## config.mk

```make
export PLATFORM = sky130hd
export DESIGN_NAME = ifetch_unit
export DESIGN_NICKNAME = d
export VERILOG_FILES = /design/src/rtl/rv32_pkg.sv /design/src/rtl/ifetch_fifo.sv /design/src/rtl/ifetch_unit.sv
export SDC_FILE = /design/constraint.sdc
export NUM_CORES = 1
export LEC_CHECK = 0
export ABC_CLOCK_PERIOD_IN_PS = 6650
export CAP_MARGIN = 40
export CORE_UTILIZATION = 45
export DETAILED_ROUTE_END_ITERATION = 8
export PLACE_DENSITY = 0.74
export SKIP_CTS_REPAIR_TIMING = 1
export SLEW_MARGIN = 40
export SYNTH_ARGS = -nofsm -noshare
export SYNTH_HDL_FRONTEND = slang
export SYNTH_HIERARCHICAL = 1
export SYNTH_SLANG_ARGS = --single-unit
export TNS_END_PERCENT = 5
```

## constraint.sdc

```tcl
create_clock -name clk -period 6.65 [get_ports clk]
set_input_delay 0.665 -clock clk [delete_from_list [all_inputs] [get_ports clk]]
set_output_delay 0.665 -clock clk [all_outputs]
set_load 0.05 [all_outputs]
```

## src/rtl/rv32_pkg.sv

```systemverilog
// Shared RV32 fetch-side definitions: word width, the NOP encoding and the fetch FSM states.
package rv32_pkg;
    localparam int XLEN = 32;
    localparam logic [XLEN-1:0] NOP_INSTR = 32'h0000_0013;

    typedef enum logic [1:0] {
        IDLE,
        REQ,
        WAIT
    } fetch_state_e;

    typedef struct packed {
        logic [XLEN-1:0] pc;
        logic [XLEN-1:0] instr;
        logic            fault;
    } fetch_entry_t;
endpackage

```

## src/rtl/ifetch_fifo.sv

```systemverilog
// Generic synchronous FIFO with clear and first-word-fall-through head output.
// Zero-latency read from the head; a push into a full FIFO is only taken alongside a pop.
module ifetch_fifo #(
    parameter int W     = 65,
    parameter int DEPTH = 2,
    localparam int AW   = $clog2(DEPTH),
    localparam int CW   = AW + 1
) (
    input  logic          clk,
    input  logic          reset,
    input  logic          clear_i,
    input  logic          push_i,
    input  logic [W-1:0]  push_dat_i,
    input  logic          pop_i,
    output logic [W-1:0]  head_dat_o,
    output logic          full_o,
    output logic          empty_o,
    output logic [CW-1:0] count_o
);
    logic [W-1:0]  mem_q [DEPTH];
    logic [AW-1:0] wr_ptr_q, wr_ptr_d;
    logic [AW-1:0] rd_ptr_q, rd_ptr_d;
    logic [CW-1:0] count_q, count_d;
    logic          push_ok, pop_ok;

    assign empty_o    = (count_q == '0);
    assign full_o     = (count_q == CW'(DEPTH));
    assign count_o    = count_q;
    assign head_dat_o = mem_q[rd_ptr_q];

    assign pop_ok  = pop_i & ~empty_o;
    assign push_ok = push_i & (~full_o | pop_ok);

    always_comb begin
        wr_ptr_d = wr_ptr_q;
        rd_ptr_d = rd_ptr_q;
        count_d  = count_q;
        if (clear_i) begin
            wr_ptr_d = '0;
            rd_ptr_d = '0;
            count_d  = '0;
        end else begin
            if (push_ok) wr_ptr_d = wr_ptr_q + 1'b1;
            if (pop_ok)  rd_ptr_d = rd_ptr_q + 1'b1;
            if (push_ok && !pop_ok)      count_d = count_q + 1'b1;
            else if (!push_ok && pop_ok) count_d = count_q - 1'b1;
        end
    end

    always_ff @(posedge clk) begin
        if (reset) begin
            wr_ptr_q <= '0;
            rd_ptr_q <= '0;
            count_q  <= '0;
        end else begin
            wr_ptr_q <= wr_ptr_d;
            rd_ptr_q <= rd_ptr_d;
            count_q  <= count_d;
        end
    end

    // Storage needs no reset: nothing is visible until count_q says so.
    always_ff @(posedge clk) begin
        if (push_ok && !clear_i) mem_q[wr_ptr_q] <= push_dat_i;
    end
endmodule

```

## src/rtl/ifetch_unit.sv

```systemverilog
// Instruction fetch: one outstanding imem read per PC, results queued for decode.
// 3 cycles PC-to-PC with zero-wait memory; stops issuing while the queue has no room.
module ifetch_unit import rv32_pkg::*; #(
    parameter int          DEPTH       = 2,
    parameter logic [31:0] RESET_INSTR = NOP_INSTR
) (
    input  logic        clk,
    input  logic        reset,
    input  logic [31:0] pc_in,
    input  logic        flush,
    output logic        pc_advance,
    output logic        imem_req,
    output logic [31:0] imem_addr,
    input  logic        imem_gnt,
    input  logic        imem_rvalid,
    input  logic [31:0] imem_rdata,
    output logic        instr_valid,
    output logic [31:0] instr,
    output logic [31:0] instr_pc,
    output logic        instr_fault,
    input  logic        instr_ready
);
    localparam int CW = $clog2(DEPTH) + 1;

    fetch_state_e  state_q;
    logic [31:0]   addr_q;
    logic          drop_q;

    fetch_entry_t  push_dat, head_dat;
    logic          fifo_full, fifo_empty;
    logic [CW-1:0] fifo_count;
    logic          pop, room, aligned, mis_push, mem_push, push;

    assign pop     = ~fifo_empty & instr_ready;
    assign room    = (fifo_count < CW'(DEPTH)) | pop;
    assign aligned = (pc_in[1:0] == 2'b00);

    assign mis_push = (state_q == IDLE) & room & ~flush & ~aligned;
    assign mem_push = (state_q == WAIT) & imem_rvalid & ~drop_q & ~flush;
    assign push     = mis_push | mem_push;

    always_comb begin
        push_dat = '{pc: addr_q, instr: imem_rdata, fault: 1'b0};
        if (mis_push) push_dat = '{pc: pc_in, instr: 32'h0, fault: 1'b1};
    end

    assign pc_advance = push;
    assign imem_req   = (state_q == REQ);
    assign imem_addr  = addr_q;

    always_ff @(posedge clk) begin
        if (reset) begin
            state_q <= IDLE;
            addr_q  <= '0;
            drop_q  <= 1'b0;
        end else begin
            case (state_q)
                IDLE: begin
                    if (room && !flush && aligned) begin
                        addr_q  <= {pc_in[31:2], 2'b00};
                        state_q <= REQ;
                    end
                end
                REQ: begin
                    if (flush)    drop_q  <= 1'b1;
                    if (imem_gnt) state_q <= WAIT;
                end
                WAIT: begin
                    // A redirect landing on the rvalid cycle is covered by ~flush in mem_push.
                    if (imem_rvalid) begin
                        drop_q  <= 1'b0;
                        state_q <= IDLE;
                    end else if (flush) begin
                        drop_q  <= 1'b1;
                    end
                end
                default: state_q <= IDLE;
            endcase
        end
    end

    always_ff @(posedge clk) begin
        if (!reset) assert (!(push && fifo_full && !pop));
    end

    ifetch_fifo #(
        .W     ($bits(fetch_entry_t)),
        .DEPTH (DEPTH)
    ) u_fifo (
        .clk        (clk),
        .reset      (reset),
        .clear_i    (flush),
        .push_i     (push),
        .push_dat_i (push_dat),
        .pop_i      (pop),
        .head_dat_o (head_dat),
        .full_o     (fifo_full),
        .empty_o    (fifo_empty),
        .count_o    (fifo_count)
    );

    assign instr_valid = ~fifo_empty;
    assign instr       = fifo_empty ? RESET_INSTR : head_dat.instr;
    assign instr_pc    = fifo_empty ? 32'h0 : head_dat.pc;
    assign instr_fault = fifo_empty ? 1'b0 : head_dat.fault;
endmodule

```

Word level (Yosys, flattened, before mapping). Memories as Yosys holds them, arrays and structs flattened. A register that Yosys moved wholly into a read port is not among the register bits. Index checks and enable logic that the tools add are counted.

Mux-type cells: 17. Reduce and logical (&&, ||, !) cells: 16. Add/sub/neg operators: 4. Equality and inequality tests: 6. Bitwise operators: 17. Magnitude comparators: 1.

Operators with widths (count): $mux 65 (1); $mux 32 (2); $mux 2 (5); $and 1x1->1 (9); $mux 1 (7); $logic_not 2->1 (3); $pmux 2 s3 (1); $logic_and 1x1->1 (5); $not 1->1 (5); $eq 2x2->1 const B (2); $ne 2x1->1 const B (2); $reduce_bool 2->1 (2); $logic_not 1->1 (3); $or 1x1->1 (3); $reduce_and 3->1 (1); $add 1x1->1 const B (2); $add 2x1->2 const B (1); $eq 2x1->1 const B (1); $lt 2x2->1 const B (1); $ne 2x2->1 const B (1); $pmux 1 s2 (1); $reduce_and 2->1 (1); $reduce_or 2->1 (1); $sub 2x1->2 const B (1).

Register bits: 37. Input port bits: 70. Memories kept: 1. RAM bits: 130. Output and inout bits: 100.

Memories: u_fifo.mem_q (words 2, bits a word 65, read ports 1, clocked after memory_dff 1, write ports 1, line ifetch_fifo.sv:20) `logic [W-1:0] mem_q [DEPTH];`.

Logic depth before layout (Yosys ltp).
Depth after elaboration: 13. Gate-level depth with buffers: 14. Depth with buffers taken out: 12.

Modules after synthesis. Netlist, hierarchy kept.

Modules (own cells, without submodules): ifetch_fifo (cells each 229, seq. area each 4003.8 µm², area each 4923.5 µm², times used 1); ifetch_unit (cells each 281, seq. area each 660.6 µm², area each 2469.9 µm², times used 1).

Worst setup path after synthesis. No wires, ideal clock.

Path type: input -> register. From: in flush. To: mem u_fifo.mem_q[1][0], enable pin. Library setup time: 0.583 ns. Buffers on the path: 2. Setup slack: -0.610 ns. Required time: 6.067 ns. Data arrival time: 6.677 ns. Cell stages on the path: 8. Cells stage by stage: nand2b_4 a21oi_1 o21a_1 buf_4 buf_2 a31o_2 o21ai_2 nor3b_1.

Cells in the longest elaborated chain, start to end: 8. Elaborated cells between the ends (all ways): 10. Classes of those cells: 2 x mux; 6 x bitwise; 2 x reduce/logical.

Ends and longest elaborated chain: from (decl) (line ifetch_unit.sv:10) `input logic flush,`; $not 1->1 (line ifetch_unit.sv:38) `assign mis_push = (state_q == IDLE) & room & ~flush & ~aligned;`; $and 1x1->1 (2 in series) (line ifetch_unit.sv:38); via mis_push (line ifetch_unit.sv:32) `logic pop, room, aligned, mis_push, mem_push, push;`; $or 1x1->1 (line ifetch_unit.sv:40) `assign push = mis_push | mem_push;`; via pc_advance (line ifetch_unit.sv:11) `output logic pc_advance,`; $and 1x1->1 (line ifetch_fifo.sv:32) `assign push_ok = push_i & (~full_o | pop_ok);`; $logic_and 1x1->1 (line ifetch_fifo.sv:64) `if (push_ok && !clear_i) mem_q[wr_ptr_q] <= push_dat_i;`; $mux 1 (line ifetch_fifo.sv:64); $mux 1 (not written as such) (line ifetch_fifo.sv:64); to (decl) (line ifetch_fifo.sv:20).

The timed path passes the listed nets, and every way through them passes these cells.

Worst setup path after layout.
From: in flush. To: out pc_advance.

Cells in the longest elaborated chain, start to end: 4. Elaborated cells between the ends (all ways): 5. Classes of those cells: 5 x bitwise.

Ends and longest elaborated chain (line): $not 1->1 (*) (ifetch_unit.sv:38, ifetch_unit.sv:39); $and 1x1->1 (2 in series) (ifetch_unit.sv:38); $or 1x1->1 (*) (ifetch_unit.sv:40); to (decl) (ifetch_unit.sv:11).

Every way passes the cells marked *; elsewhere a longest branch is shown, timed or not.

==> run metrics <==
Clock Latency Late Sink=0.41 ns; routability cong.=0.7170; mapped cell area=7390 um2; Peak VDD IR=0.1911 mV; Worst Setup Slack post-DPL=3.150 ns; CP max stage cell=clkdlybuf4s50_1; total track usage=18.77%; vias in the first global route=4692; layout cell share with drive strength beyond 1=13.85%; DR iter-0 viols=279; CTS tree=built; Crit Path Class=in2out; placed inst area=9243 um2; vias per inst=4.962; Final Non-Filler Cells=902; Largest stage delay, worst path=0.80 ns; Max clock buf depth=2; routed wire length=15.02 mm; PwrDens=317.6 nW/um2; P_leak=3.375 nW; IO Port Bufs=167; Die Y=130.1 um; drt drc=0; grt total ovfl=0; Max-Slew Margin vs Limit=47.92%; Design Area, Final=9857 um2; max cap viols=0; Crit path top cell by count=clkdlybuf4s50_1; fin worst setup slack=3.143 ns; Min Hold Slack=0.5261 ns; H-tree depth=4; Worst-Margin Slew=0.7813 ns; Final setup viols=0; status=completed; cts bufs inserted=17; Tot Pwr=3.130 mW; estimated wirelength of the detail-placed design=9.333 mm; first-pass GRT wire length=23.65 mm; chip width=130.1 um; fin crit period=3.507 ns; CP Data Arrival Time=2.84 ns; Nets=749; Top delay family on crit path=buffers and inverters; achievable frequency=285.1 MHz; clk slew on worst S/H paths=0.06 ns; Mapped Cells=509; post-layout util=61.83%; worst min-delay path class=reg2reg; via count=4476; drt pass-1 iters=4; critical path cell sequence=clkdlybuf4s50_1 -> nand2b_4 -> a21oi_1 -> o21a_2 -> a31o_2 -> clkdlybuf4s50_1; final hold viol count=0; crit-path max FO=11; Placed Instances=870; I/O Pins=170; Startpoint Class=primary input; clock sinks=168; Tcrit/Tclk final=52.74%; CP Capture Type=output pin; Starting Density=46.35%; CTS Root Cell=clkbuf_16; Setup Skew=0.007016 ns; Area Overhead vs Synth=33.39%; Core Box Area=15940 um2; Max Slew Vio Count=0; YS warnings=6; Std-Cell Rows=46; diode count=0; critical path required time=5.98 ns; Final ANT Viol Nets=0; setup TNS=0 ns; pin count of the biggest net entering global routing=67; Avg WL per Cell=16.66 um; internal reg-to-reg setup slack=4.01 ns; die area=16940 um2; initial antenna violation count=0; crit path buf inv count=2; RSZ-0062 raised after global routing=false; Syn Area/Cell=14.52 um2
## worst paths after layout
path / end / startpoint / cells past startpoint
max: pc_advance / flush / 6
min: u_fifo/wr_ptr_q / u_fifo/wr_ptr_q / 2
max reg2reg: u_fifo/mem_q[1][13] / state_q[0] / 9
min reg2reg: u_fifo/wr_ptr_q / u_fifo/wr_ptr_q / 2
## flip-flops by register name (all words and copies together), names as in the netlist, named ones only
signal	cells
imem_addr	30
drop_q	1
u_fifo/wr_ptr_q	1
u_fifo/rd_ptr_q	1
state_q	2
u_fifo/mem_q	130
u_fifo/count_o	2
## layout by cell type, fill, tap and decap left out, types with 2 or more instances in the layout
cell / instances
nand2b_4: 2
bufinv_16: 4
o211a_1: 2
nor2_1: 33
or3_1: 2
dfxtp_1: 37
xor2_1: 3
mux2i_1: 31
o311ai_0: 2
nor3b_1: 2
conb_1: 2
mux2_2: 45
nor2b_1: 96
or2_2: 3
ha_1: 6
clkdlybuf4s50_1: 167
clkinvlp_4: 4
clkinv_1: 2
mux2_1: 50
nand4_1: 2
nor3_1: 3
nand2_1: 3
and2_1: 2
buf_4: 3
a21oi_1: 4
edfxtp_1: 130
inv_1: 6
buf_6: 3
clkbuf_16: 17
clkinv_2: 3
## cell type report
| class | instances | area, um2 |
|---|---|---|
| Clock buffer | 18 | 429.2 |
| Clock inverter | 14 | 181.4 |
| Inverter | 6 | 22.52 |
| Sequential cell | 168 | 4668 |
| Multi-Input combinational cell | 306 | 2537 |
| Tap cell | 216 | 270.3 |
| Fill cell | 1227 | 6086 |
| Timing Repair Buffer | 174 | 1748 |
## per-layer routing
layer / GRT usage, % / wire, um
met1: 23.50 / 6762
met3: 5.125 / 955
met2: 31.01 / 7118
met4: 7.114 / 188
met5: 0 / 0
## worst min-delay path, delay by kind of cell, from the launching register on
kind / cells / cell delay (ns)
flip-flops: 1 / 0.34
AND/OR/NAND/NOR: 1 / 0.08
multiplexers: 1 / 0.06
## where the power goes
part / switching, mW / leakage [nW] / total (mW) / internal (mW)
registers: 0.0321 / 1.51 / 1.29 / 1.26
clock network: 0.384 / 0.287 / 1.01 / 0.624
logic: 0.525 / 1.58 / 0.835 / 0.310
Power figures use the tool's default switching activity.
